**src/rtl/manchester_tx_arbiter_if.sv**
```systemverilog
// Bundle of the two requester handshakes and the NRZ stream side of the
// Manchester transmit arbiter.
interface manchester_tx_arbiter_if;
    logic       req_a;
    logic [7:0] data_a;
    logic       ack_a;
    logic       req_b;
    logic [7:0] data_b;
    logic       ack_b;
    logic       nrz_out;
    logic       bit_phase;
    logic       busy;
    logic       owner;
    logic       frame_done;
    logic [1:0] state_dbg;

    // Arbiter side: consumes requests and produces the bit stream.
    modport slave (
        input  req_a, data_a, req_b, data_b,
        output ack_a, ack_b, nrz_out, bit_phase, busy, owner, frame_done, state_dbg
    );

    // Requester / observer side.
    modport master (
        output req_a, data_a, req_b, data_b,
        input  ack_a, ack_b, nrz_out, bit_phase, busy, owner, frame_done, state_dbg
    );
endinterface

```
**src/rtl/manchester_tx_arbiter.sv**
```systemverilog
// Round-robin arbiter between two byte requesters feeding an NRZ stream:
// each frame is a 4-bit preamble, the byte MSB first, then idle gap bits.
module manchester_tx_arbiter #(
    parameter logic [3:0]  PREAMBLE = 4'b1010,
    parameter int unsigned GAP_BITS = 2
) (
    input logic                    clock,
    input logic                    reset_b,
    manchester_tx_arbiter_if.slave bus
);

    // Handshake: req_x is a level held until ack_x; ack_x pulses high for
    // exactly one cycle, the cycle right after the edge that captured data_x.
    // Requests are only looked at while IDLE, so changes during busy are ignored.

    typedef enum logic [1:0] {
        IDLE = 2'd0,
        PRE  = 2'd1,
        DATA = 2'd2,
        GAP  = 2'd3
    } state_e;

    localparam logic [2:0] PRE_LAST  = 3'd3;
    localparam logic [2:0] DATA_LAST = 3'd7;
    localparam logic [2:0] GAP_LAST  = 3'(GAP_BITS - 1);

    state_e     state_q, state_d;
    logic [2:0] cnt_q, cnt_d;
    logic       phase_q, phase_d;
    logic [7:0] shift_q, shift_d;
    logic       owner_q, owner_d;
    logic       ack_a_q, ack_a_d;
    logic       ack_b_q, ack_b_d;
    logic       nrz_q, nrz_d;
    logic       busy_q, busy_d;
    logic       frame_done_q, frame_done_d;

    logic       grant_a;
    logic       grant_b;
    logic [1:0] pre_idx;

    // On a tie the requester that did not win last time goes next.
    always_comb begin
        grant_a = bus.req_a & (~bus.req_b | owner_q);
        grant_b = bus.req_b & (~bus.req_a | ~owner_q);
    end

    always_comb begin
        state_d = state_q;
        cnt_d   = cnt_q;
        phase_d = phase_q;
        shift_d = shift_q;
        owner_d = owner_q;
        ack_a_d = 1'b0;
        ack_b_d = 1'b0;

        case (state_q)
            IDLE: begin
                phase_d = 1'b0;
                cnt_d   = 3'd0;
                if (grant_a || grant_b) begin
                    state_d = PRE;
                    owner_d = grant_b;
                    ack_a_d = grant_a;
                    ack_b_d = grant_b;
                    shift_d = grant_b ? bus.data_b : bus.data_a;
                end
            end
            PRE: begin
                phase_d = ~phase_q;
                if (phase_q) begin
                    if (cnt_q == PRE_LAST) begin
                        state_d = DATA;
                        cnt_d   = 3'd0;
                    end else begin
                        cnt_d = cnt_q + 3'd1;
                    end
                end
            end
            DATA: begin
                phase_d = ~phase_q;
                if (phase_q) begin
                    shift_d = {shift_q[6:0], 1'b0};
                    if (cnt_q == DATA_LAST) begin
                        state_d = GAP;
                        cnt_d   = 3'd0;
                    end else begin
                        cnt_d = cnt_q + 3'd1;
                    end
                end
            end
            GAP: begin
                phase_d = ~phase_q;
                if (phase_q) begin
                    if (cnt_q == GAP_LAST) begin
                        state_d = IDLE;
                        cnt_d   = 3'd0;
                        phase_d = 1'b0;
                    end else begin
                        cnt_d = cnt_q + 3'd1;
                    end
                end
            end
            default: begin
                state_d = IDLE;
                cnt_d   = 3'd0;
                phase_d = 1'b0;
            end
        endcase
    end

    // Outputs are computed from the next state so every output is a flop
    // and the first preamble bit is already on the line in the ack cycle.
    always_comb begin
        pre_idx      = ~cnt_d[1:0];
        busy_d       = (state_d != IDLE);
        frame_done_d = (state_d == GAP) && (cnt_d == GAP_LAST) && phase_d;
        nrz_d        = 1'b0;
        case (state_d)
            PRE:     nrz_d = PREAMBLE[pre_idx];
            DATA:    nrz_d = shift_d[7];
            default: nrz_d = 1'b0;
        endcase
    end

    always_ff @(posedge clock or negedge reset_b) begin
        if (!reset_b) begin
            state_q      <= IDLE;
            cnt_q        <= 3'd0;
            phase_q      <= 1'b0;
            shift_q      <= 8'd0;
            owner_q      <= 1'b1;
            ack_a_q      <= 1'b0;
            ack_b_q      <= 1'b0;
            nrz_q        <= 1'b0;
            busy_q       <= 1'b0;
            frame_done_q <= 1'b0;
        end else begin
            state_q      <= state_d;
            cnt_q        <= cnt_d;
            phase_q      <= phase_d;
            shift_q      <= shift_d;
            owner_q      <= owner_d;
            ack_a_q      <= ack_a_d;
            ack_b_q      <= ack_b_d;
            nrz_q        <= nrz_d;
            busy_q       <= busy_d;
            frame_done_q <= frame_done_d;
        end
    end

    assign bus.ack_a      = ack_a_q;
    assign bus.ack_b      = ack_b_q;
    assign bus.nrz_out    = nrz_q;
    assign bus.bit_phase  = phase_q;
    assign bus.busy       = busy_q;
    assign bus.owner      = owner_q;
    assign bus.frame_done = frame_done_q;
    assign bus.state_dbg  = state_q;

    a_one_ack: assert property (@(posedge clock) disable iff (!reset_b)
        !(ack_a_q && ack_b_q));
    a_busy_state: assert property (@(posedge clock) disable iff (!reset_b)
        busy_q == (state_q != IDLE));

endmodule

```
**src/flat_wrapper.sv**
```systemverilog
// flat-port wrapper written by rule: the top's interface ports become plain ports
module manchester_tx_arbiter_flat 
#(
    parameter logic [3:0]  PREAMBLE = 4'b1010,
    parameter int unsigned GAP_BITS = 2
)
  (clock, reset_b, bus_req_a, bus_data_a, bus_req_b, bus_data_b, bus_ack_a, bus_ack_b, bus_nrz_out, bus_bit_phase, bus_busy, bus_owner, bus_frame_done, bus_state_dbg);
  manchester_tx_arbiter_if bus_i ();
  input logic clock;
  input logic reset_b;
  input wire logic [$bits(bus_i.req_a)-1:0] bus_req_a;
  input wire logic [$bits(bus_i.data_a)-1:0] bus_data_a;
  input wire logic [$bits(bus_i.req_b)-1:0] bus_req_b;
  input wire logic [$bits(bus_i.data_b)-1:0] bus_data_b;
  output wire logic [$bits(bus_i.ack_a)-1:0] bus_ack_a;
  output wire logic [$bits(bus_i.ack_b)-1:0] bus_ack_b;
  output wire logic [$bits(bus_i.nrz_out)-1:0] bus_nrz_out;
  output wire logic [$bits(bus_i.bit_phase)-1:0] bus_bit_phase;
  output wire logic [$bits(bus_i.busy)-1:0] bus_busy;
  output wire logic [$bits(bus_i.owner)-1:0] bus_owner;
  output wire logic [$bits(bus_i.frame_done)-1:0] bus_frame_done;
  output wire logic [$bits(bus_i.state_dbg)-1:0] bus_state_dbg;
  assign bus_i.req_a = bus_req_a;
  assign bus_i.data_a = bus_data_a;
  assign bus_i.req_b = bus_req_b;
  assign bus_i.data_b = bus_data_b;
  assign bus_ack_a = bus_i.ack_a;
  assign bus_ack_b = bus_i.ack_b;
  assign bus_nrz_out = bus_i.nrz_out;
  assign bus_bit_phase = bus_i.bit_phase;
  assign bus_busy = bus_i.busy;
  assign bus_owner = bus_i.owner;
  assign bus_frame_done = bus_i.frame_done;
  assign bus_state_dbg = bus_i.state_dbg;
  manchester_tx_arbiter #(.PREAMBLE(PREAMBLE), .GAP_BITS(GAP_BITS)) u_core (.clock(clock), .reset_b(reset_b), .bus(bus_i));
endmodule
```
**config.mk**
```make
export PLATFORM = sky130hd
export DESIGN_NAME = manchester_tx_arbiter_flat
export DESIGN_NICKNAME = d
export VERILOG_FILES = /design/src/rtl/manchester_tx_arbiter_if.sv /design/src/rtl/manchester_tx_arbiter.sv /design/src/flat_wrapper.sv
export SDC_FILE = /design/constraint.sdc
export NUM_CORES = 1
export LEC_CHECK = 0
export CORE_AREA = 5 5 78 80
export DETAILED_ROUTE_END_ITERATION = 8
export DIE_AREA = 0 0 83 85
export GPL_TIMING_DRIVEN = 0
export MAX_ROUTING_LAYER = met4
export PLACE_DENSITY = 0.4
export SYNTH_ARGS = -nofsm -noshare
export SYNTH_HDL_FRONTEND = slang
export SYNTH_SLANG_ARGS = --single-unit
```
**constraint.sdc**
```tcl
create_clock -name clock -period 2.3 [get_ports clock]
set_input_delay 0.345 -clock clock [delete_from_list [all_inputs] [get_ports clock]]
set_output_delay 0.345 -clock clock [all_outputs]
set_load 0.02 [all_outputs]
```
==> results of run 1 <==
Yosys cell counts, types with 2 or more instances:
master	instances
buf_4	3
dfrtp_1	19
inv_1	11
o221ai_1	2
nand2b_1	2
nor2b_1	2
ha_1	10
and2_1	2
o211ai_1	2
a21oi_1	8
nor3_1	2
o21ai_0	4
clkbuf_1	2
nand2_1	4
or3_1	2
a2bb2oi_1	6
a21boi_0	2
mux2i_1	7
nor2_1	12
cell type report:
type	instances	area, um2
fill	595	3600
multi-input combinational	88	687
sequential	20	504
timing repair buffer	29	288
tap	72	90.1
buffer	7	47.5
inverter	12	45.0
clock buffer	3	41.3
clock inverter	1	30.0
kinds of logic (layout without fill, tap and decap cells):
kind of cell | after synthesis | in the layout | share of synthesized area (%)
AO/OA/AOI/OAI | 34 | 34 | 20.7
XOR/XNOR | 1 | 1 | 0.690
adder cells (fa/ha/maj) | 10 | 10 | 9.86
buffers and inverters | 19 | 52 | 7.20
flip-flops | 20 | 20 | 39.5
multiplexers | 8 | 8 | 6.41
AND/OR/NAND/NOR | 35 | 35 | 15.6
timing repair:
item                                    CTS  global route
setup buffers                             0             1
endpoints found under the setup margin    1             1
resized for setup                         2             3
flip-flops by register name, indices dropped and copies added, names as in the netlist:
name                   flops
u_core.bus.bit_phase       1
u_core.cnt_q               3
u_core.bus.frame_done      1
u_core.bus.ack_b           1
u_core.shift_q             8
u_core.bus.state_dbg       2
u_core.bus.nrz_out         1
u_core.bus.owner           1
u_core.bus.ack_a           1
u_core.bus.busy            1
power breakdown:
part / switching, mW / total, mW / internal [mW]
clock network: 0.129 / 0.361 / 0.232
logic: 0.487 / 0.928 / 0.441
registers: 0.119 / 0.626 / 0.508
total: 0.734 / 1.92 / 1.18
through the flow:
step / utilization (%) / total power, mW / TNS [ns] / worst slack [ns] / hold slack [ns]
finish: 32.5 / 1.92 / 0 / 0.176 / 0.525
floorplan: - / 1.23 / 0 / 0.174 / 0.0494
CTS: 32.1 / 1.91 / 0 / 0.0522 / 0.531
global placement: 30.7 / 1.52 / -0.167 / -0.167 / 0.511
detailed placement: 30.7 / 1.53 / -0.180 / -0.180 / 0.504
global route: 32.5 / 2.08 / 0 / 0.0316 / 0.558
worst max path at each step:
stage	start	endpoint	slack, ns	cells after the start
after global routing	u_core.bus.state_dbg[1]	u_core.bus.nrz_out	0.03	9
final	u_core.bus.state_dbg[0]	u_core.bus.nrz_out	0.18	8
after global placement	bus_req_b	u_core.bus.nrz_out	-0.17	7
after CTS	u_core.bus.state_dbg[1]	u_core.bus.nrz_out	0.05	9
after floorplan	u_core.bus.state_dbg[1]	u_core.bus.nrz_out	0.17	9
after detailed placement	bus_req_a	u_core.bus.nrz_out	-0.18	7
metal layers:
metal / up-vias / share of wire (%) / routed length [um] / track usage, %
li1: 526 / - / - / -
met3: 2 / 2.6 / 80 / 1.75
met2: 17 / 45 / 1380 / 13.4
met4: 0 / 1.0 / 31 / 3.12
met5: - / 0 / 0 / -
met1: 500 / 51 / 1550 / 12.8
==> impl_metrics.tcl, run 1 <==
set metrics [dict create \
    status "complete, no violations" \
    grtUsageTotal_pct 9.21 \
    cp.required_ns 2.46 \
    die_h_um 85 \
    hold_start "u_core.shift_q[0]" \
    synthTopCellsByArea "dfrtp_1, ha_1, mux2i_1" \
    grt_max_degree 21 \
    synth-seq-cells 20 \
    min_period_ns 2.12 \
    hold-path-endpoint "u_core.shift_q[0]" \
    synth_cells 127 \
    cpMaxStageDelayCell "dfrtp_2" \
    core_area_um2 5340 \
    cts_buffer_depth 2 \
    slew_headroom_pct 37.9 \
    worst_path_dominant_cell_family "adder cells" \
    setup_viol 0 \
    design_area_um2 1730 \
    arrival_ns 2.28 \
    yosys.area.top_type "dfrtp_1" \
    hp-class "flop to flop" \
    routed-via-count 1045 \
    drv_slew 0 \
    areaGrowthSynthToFinish_pct 36.6 \
    slowest_delay_ns 0.43 \
    synth_cell_types 44 \
    reg2reg_depth 8 \
    antenna_cells 0 \
    clk_root_buffer_cell "clkbuf_8" \
    first_pass_iters 4 \
    die_area_um2 7060 \
    ant_nets 0 \
    holdPathStages 1 \
    hold_buffers 0 \
    grt_pass1_vias 1081 \
    postSynth.asyncResetShare_pct 100 \
    grt_setup_unrepaired "no" \
    ys_seq_area_share_pct 39.5 \
    clkTransAtPathRegs_ns 0.08 \
    stdcell_count 232 \
    synth_edf_count 0 \
    numClockSinks 20 \
    vias_per_cell 4.50 \
    final_common_cell "clkdlybuf4s50_1" \
    crit_path_end_kind "flop" \
    clock_latency_ns 0.26 \
    p_leak_nw 0.737 \
    path_buf_inv 3 \
    drive_gt1_share_pct 15.0 \
    dpl.cell_count 227 \
    p_per_area_nw_per_um2 1110 \
    timing.rr.start "u_core.bus.state_dbg[0]" \
    crit_chain "inv_1, ha_1, buf_4, or3_1, o2111a_2, ha_1, inv_1, a32o_1" \
    antenna_found_initial 0 \
    synth_top_area_share_pct 37.5 \
    num_rows 27 \
    synth_area_um2 1270 \
    layout_common_cells "clkdlybuf4s50_1, dfrtp_1, nor2_1, inv_1, ha_1" \
    syn_avg_cell_area_um2 9.99 \
    hold_viol 0 \
    cts_tree "done" \
    reg2reg_slack_ns 0.18 \
    vdd_drop_max_v 0.000427 \
    skew_ns 0.00592 \
    avgRoutedWirePerCell_um 13.1 \
    post-route-period-util_pct 92.3 \
    dp_hpwl_um 2250 \
    synth_nets 157 \
    synthFlopType "dfrtp_1" \
    place.gp.congestion 0.766 \
    worstReg2RegEnd "u_core.bus.nrz_out" \
    wirelength_um 3040 \
    critPathMaxFanout 9 \
    grt_pass1_wl_um 5230 \
    synth_warnings 0 \
    overflow 0 \
    dieWidth_um 83 \
    worstMarginPinSlew_ns 0.929 \
    placed_area_um2 1640 \
    critPathLaunchType "flop" \
    drc 0 \
    drt_iter0_markers 52 \
    max_freq_ghz 0.471 \
    io_pins 29 \
    path_class "flop to flop" \
    initial_utilization_pct 23.8 \
    fin_nets 191 \
    numCtsBuffers 3 \
    cts.htree.levels 1 \
    place.port_buffers 28 \
    maxCapViolations 0 \
]
(Power assumes the default switching activity.)
==> run 2, diff against run 1 <==
--- a/config.mk
+++ b/config.mk
@@ -5,12 +5,12 @@
 export SDC_FILE = /design/constraint.sdc
 export NUM_CORES = 1
 export LEC_CHECK = 0
-export CORE_AREA = 5 5 78 80
+export CORE_AREA = 5 5 89 70
 export DETAILED_ROUTE_END_ITERATION = 8
-export DIE_AREA = 0 0 83 85
+export DIE_AREA = 0 0 94 75
 export GPL_TIMING_DRIVEN = 0
 export MAX_ROUTING_LAYER = met4
-export PLACE_DENSITY = 0.4
+export PLACE_DENSITY = 0.41
 export SYNTH_ARGS = -nofsm -noshare
 export SYNTH_HDL_FRONTEND = slang
 export SYNTH_SLANG_ARGS = --single-unit
==> run 2 against run 1 <==
Against the previous run:
- via count rose by 0.19%
- largest power group unchanged
- sequential power fell by 0.8%
- die area about the same
- first-iteration DRC count up 19%
- global-route usage grew 0.15 points
- total power increased by 0.82%
- combinational power up 3.1%
- non-clock buffer count up 1
- critical path type unchanged
- largest cell class unchanged
- clock skew fell by 0.0034 ns
==> impl_metrics.tcl, run 2 (synthesis gave the netlist of run 1 again) <==
set metrics [dict create \
    status "complete, no violations" \
    min_period_ns 2.14 \
    stdcell_count 236 \
    clk_root_buffer_cell "clkbuf_8" \
    antenna_cells 0 \
    first_pass_iters 4 \
    busiest_layer "met2" \
    post-route-period-util_pct 93.1 \
    final_common_cell "clkdlybuf4s50_1" \
    setup_viol 0 \
    vdd_drop_max_v 0.000505 \
    avgRoutedWirePerCell_um 13.1 \
    crit_start "u_core.bus.state_dbg[0]" \
    critPathMaxFanout 9 \
    core_area_um2 5240 \
    cts_buffer_depth 2 \
    met2_usage_pct 14.1 \
    die_h_um 75 \
    drc 0 \
    largest_register_ffs 8 \
    cts_tree "done" \
    reg2reg_slack_ns 0.16 \
    overflow 0 \
    io_pins 29 \
    largest-register "u_core.shift_q" \
    hp-class "flop to flop" \
    numClockSinks 20 \
    layout_common_cells "clkdlybuf4s50_1, dfrtp_1, nor2_1, inv_1, ha_1" \
    antenna_found_initial 0 \
    cp.required_ns 2.45 \
    initial_utilization_pct 24.2 \
    place.gp.congestion 0.723 \
    worstMarginPinSlew_ns 0.937 \
    fin_nets 192 \
    wirelength_um 3100 \
    path_class "flop to flop" \
    hold_start "u_core.shift_q[0]" \
    areaGrowthSynthToFinish_pct 37.5 \
    skew_ns 0.00257 \
    drv_slew 0 \
    dieWidth_um 94 \
    path_buf_inv 3 \
    use_met3_pct 1.90 \
    worst_path_dominant_cell_family "adder cells" \
    cpMaxStageDelayCell "dfrtp_2" \
    p_per_area_nw_per_um2 1110 \
    grtUsageTotal_pct 9.36 \
    drt_iter0_markers 62 \
    num_rows 23 \
    place.port_buffers 28 \
    cts.htree.levels 1 \
    crit_chain "inv_1, ha_1, buf_4, or3_1, o2111a_2, ha_1, inv_1, a32o_1" \
    vias_per_cell 4.44 \
    arrival_ns 2.29 \
    clkTransAtPathRegs_ns 0.08 \
    grtUsageMet1_pct 12.9 \
    hold_viol 0 \
    grt_pass1_wl_um 4940 \
    drive_gt1_share_pct 15.5 \
    clock_latency_ns 0.26 \
    slowest_delay_ns 0.43 \
    crit_path_end_kind "flop" \
    numCtsBuffers 3 \
    ant_nets 0 \
    critPathLaunchType "flop" \
    grt_max_degree 21 \
    fin_util_pct 33.3 \
    grt_pass1_vias 984 \
    routed-via-count 1047 \
    max_freq_ghz 0.467 \
    die_area_um2 7050 \
    slew_headroom_pct 37.3 \
    timing.rr.start "u_core.bus.state_dbg[0]" \
    hold_buffers 0 \
    maxCapViolations 0 \
    p_leak_nw 0.742 \
    dpl.cell_count 230 \
    dp_hpwl_um 2370 \
]
[run 2: cell type report]
type,count,area [um2]
Fill cell,549,3490
Clock buffer,3,41.3
Inverter,12,45.0
Buffer,7,47.5
Multi-Input combinational cell,88,687
Sequential cell,20,504
Clock inverter,1,30.0
Tap cell,75,93.8
Timing Repair Buffer,30,295
[run 2: path summary, 6_finish.rpt]
| path | end | depth (start not counted) |
|---|---|---|
| max | u_core.bus.nrz_out | 8 |
| min | u_core.shift_q[0] | 1 |
| max reg2reg | u_core.bus.nrz_out | 8 |
| min reg2reg | u_core.shift_q[0] | 1 |
| max in group asynchronous | u_core.bus.state_dbg[0] | 1 |
| min in group asynchronous | u_core.bus.bit_phase | 1 |
[run 2: timing repair]
item,4_1_cts,5_1_grt
setup endpoints to repair,1,1
gates resized for setup,2,3
endpoints found under the hold margin,0,0
buffers inserted,0,2
[run 2: worst register-to-register path: cells and delay by family (launching register included)]
kind                     cells  cell delay (ns)
AO/OA/AOI/OAI                2             0.43
adder cells (fa/ha/maj)      2             0.49
buffers and inverters        3             0.28
flip-flops                   1             0.43
AND/OR/NAND/NOR              1             0.39
[run 2: stage by stage]
| step | hold WS [ns] | setup WS [ns] | area (um2) | power [mW] | TNS (ns) |
|---|---|---|---|---|---|
| floorplan | 0.0494 | 0.174 | 1270 | 1.23 | 0 |
| global placement | 0.501 | -0.178 | 1640 | 1.52 | -0.178 |
| detailed placement | 0.506 | -0.205 | 1640 | 1.53 | -0.205 |
| CTS | 0.529 | 0.0487 | 1720 | 1.92 | 0 |
| global route | 0.559 | -0.0107 | 1740 | 2.09 | -0.0107 |
| finish | 0.527 | 0.159 | 1740 | 1.93 | 0 |
[run 2: report_power, final]
group / total [mW] / switching (mW) / internal (mW) / leakage, nW
registers: 0.621 / 0.113 / 0.508 / 0.248
clock network: 0.353 / 0.121 / 0.232 / 0.0357
logic: 0.957 / 0.500 / 0.457 / 0.459
[run 2: per-layer routing]
layer  wire length, um  vias up
met3                91        0
met2              1430       21
met1              1580      500
met5                 0        -
met4                 0        0
li1                  -      526
==> run 3, diff against run 2 <==
--- a/config.mk
+++ b/config.mk
@@ -11,6 +11,7 @@
 export GPL_TIMING_DRIVEN = 0
 export MAX_ROUTING_LAYER = met4
 export PLACE_DENSITY = 0.41
+export SLEW_MARGIN = 20
 export SYNTH_ARGS = -nofsm -noshare
 export SYNTH_HDL_FRONTEND = slang
 export SYNTH_SLANG_ARGS = --single-unit
==> run 3 against run 2 <==
Against the previous run:
- global-route usage did not move
- first-iteration DRC count down 1.6%
- count of clock-buffer cells in the layout unchanged
- wire length grew 0.19%
- total power about the same
- die area unchanged
- critical path depth unchanged
- utilization is 0.096 points lower
- critical endpoint unchanged
==> impl_metrics.tcl, run 3 (synthesis gave the netlist of run 1 again) <==
set metrics [dict create \
    status "complete, no violations" \
    dp_hpwl_um 2370 \
    stdcell_count 236 \
    cpMaxStageDelayCell "dfrtp_2" \
    antenna_found_initial 0 \
    initial_utilization_pct 24.2 \
    clkTransAtPathRegs_ns 0.08 \
    critPathMaxFanout 9 \
    slowest_delay_ns 0.43 \
    final_common_cell "clkdlybuf4s50_1" \
    timing.rr.start "u_core.bus.state_dbg[0]" \
    min_period_ns 2.14 \
    place.gp.congestion 0.723 \
    largest_register_ffs 8 \
    maxCapViolations 0 \
    p_leak_nw 0.742 \
    antenna_cells 0 \
    drc 0 \
    grt_pass1_wl_um 4940 \
    grt_pass1_vias 984 \
    wirelength_um 3100 \
    drt_iter0_markers 61 \
    slew_headroom_pct 68.4 \
    arrival_ns 2.29 \
    num_rows 23 \
    cts_buffer_depth 2 \
    numClockSinks 20 \
    grt_max_degree 21 \
    post-route-period-util_pct 93.1 \
    cp.required_ns 2.45 \
    critPathLaunchType "flop" \
    io_pins 29 \
    die_h_um 75 \
    max_freq_ghz 0.467 \
    die_area_um2 7050 \
    reg2reg_slack_ns 0.16 \
    skew_ns 0.00241 \
    vdd_drop_max_v 0.000505 \
    drive_gt1_share_pct 16.1 \
    core_area_um2 5240 \
    placed_area_um2 1640 \
    hp-class "input port to async pin" \
    largest-register "u_core.shift_q" \
    fin_util_pct 33.2 \
    vias_per_cell 4.44 \
    crit_path_end_kind "flop" \
    hold_viol 0 \
    grtUsageTotal_pct 9.36 \
    avgRoutedWirePerCell_um 13.1 \
    n_fill_cell 550 \
    layout_common_cells "clkdlybuf4s50_1, dfrtp_1, nor2_1, inv_1, ha_1" \
    dpl.cell_count 230 \
    clock_latency_ns 0.26 \
    setup_viol 0 \
    numCtsBuffers 3 \
    hold_slack_ns 0.0330 \
    drv_slew 0 \
    p_total_mw 1.93 \
    fin_nets 192 \
    first_pass_iters 4 \
    crit_chain "inv_1, ha_1, buf_4, or3_1, o2111a_2, ha_1, inv_1, a32o_1" \
    clk_root_buffer_cell "clkbuf_8" \
    overflow 0 \
    routed-via-count 1047 \
    cts.htree.levels 1 \
    cts_tree "done" \
    design_area_um2 1740 \
    path_class "flop to flop" \
    areaGrowthSynthToFinish_pct 37.1 \
    ant_nets 0 \
    place.port_buffers 28 \
    p_per_area_nw_per_um2 1110 \
    reg2reg_depth 8 \
    dieWidth_um 94 \
    worstReg2RegEnd "u_core.bus.nrz_out" \
    worstMarginPinSlew_ns 0.473 \
]
run 3: changes by cell type in the layout (fill, tap and decap cells not counted):
| cell | previous run | this run |
|---|---|---|
| clkdlybuf4s50_1 | 28 | 27 |
| buf_2 | 1 | 2 |
run 3: routing by layer:
metal	vias up	track usage (%)	routed length, um	part of all wire (%)
met5	-	-	0	0
met4	0	2.40	0	0
met3	0	1.90	91	2.9
met2	21	14.1	1430	46
met1	500	12.9	1580	51
li1	526	-	-	-
run 3: cell type report:
class / instances / area (um2) / area share [%]
plain buffers: 7 / 47.5 / 2.73
clock buffers: 3 / 41.3 / 2.37
clock inverters: 1 / 30.0 / 1.73
inverters: 12 / 45.0 / 2.59
multi-input cells: 88 / 687 / 39.5
flip-flops and latches: 20 / 504 / 29.0
well taps: 75 / 93.8 / 5.40
repair buffers: 30 / 290 / 16.7
run 3: worst max-delay path by stage:
stage | from | endpoint | slack, ns
6_report | u_core.bus.state_dbg[0] | u_core.bus.nrz_out | 0.16
5_1_grt | u_core.bus.state_dbg[1] | u_core.bus.nrz_out | -0.01
4_1_cts | u_core.bus.state_dbg[1] | u_core.bus.nrz_out | 0.05
3_5_place_dp | bus_req_b | u_core.bus.nrz_out | -0.21
3_3_place_gp | bus_req_b | u_core.bus.nrz_out | -0.18
2_1_floorplan | u_core.bus.state_dbg[1] | u_core.bus.nrz_out | 0.17
run 3: power by group:
part / internal [mW] / total (mW) / switching, mW / leakage [nW]
sequential: 0.508 / 0.621 / 0.113 / 0.248
clock: 0.232 / 0.353 / 0.121 / 0.0357
combinational: 0.456 / 0.956 / 0.500 / 0.459
run 3: worst max-delay path: cells and delay by family, from the launching register on:
kind                     cells  cell delay (ns)
adder cells (fa/ha/maj)      2             0.49
flip-flops                   1             0.43
AO/OA/AOI/OAI                2             0.43
AND/OR/NAND/NOR              1             0.39
buffers and inverters        3             0.28
run 3: repair_timing:
action,CTS,global route
gates resized for setup,2,3
hold buffers,0,0
setup endpoints to repair,1,1
buffers inserted,0,2
gates cloned,0,0
run 3: through the flow:
step	setup TNS, ns	setup slack, ns
after floorplan	0	0.174
after global placement	-0.178	-0.178
after detailed placement	-0.205	-0.205
after CTS	0	0.0487
after global routing	-0.0107	-0.0107
final	0	0.159
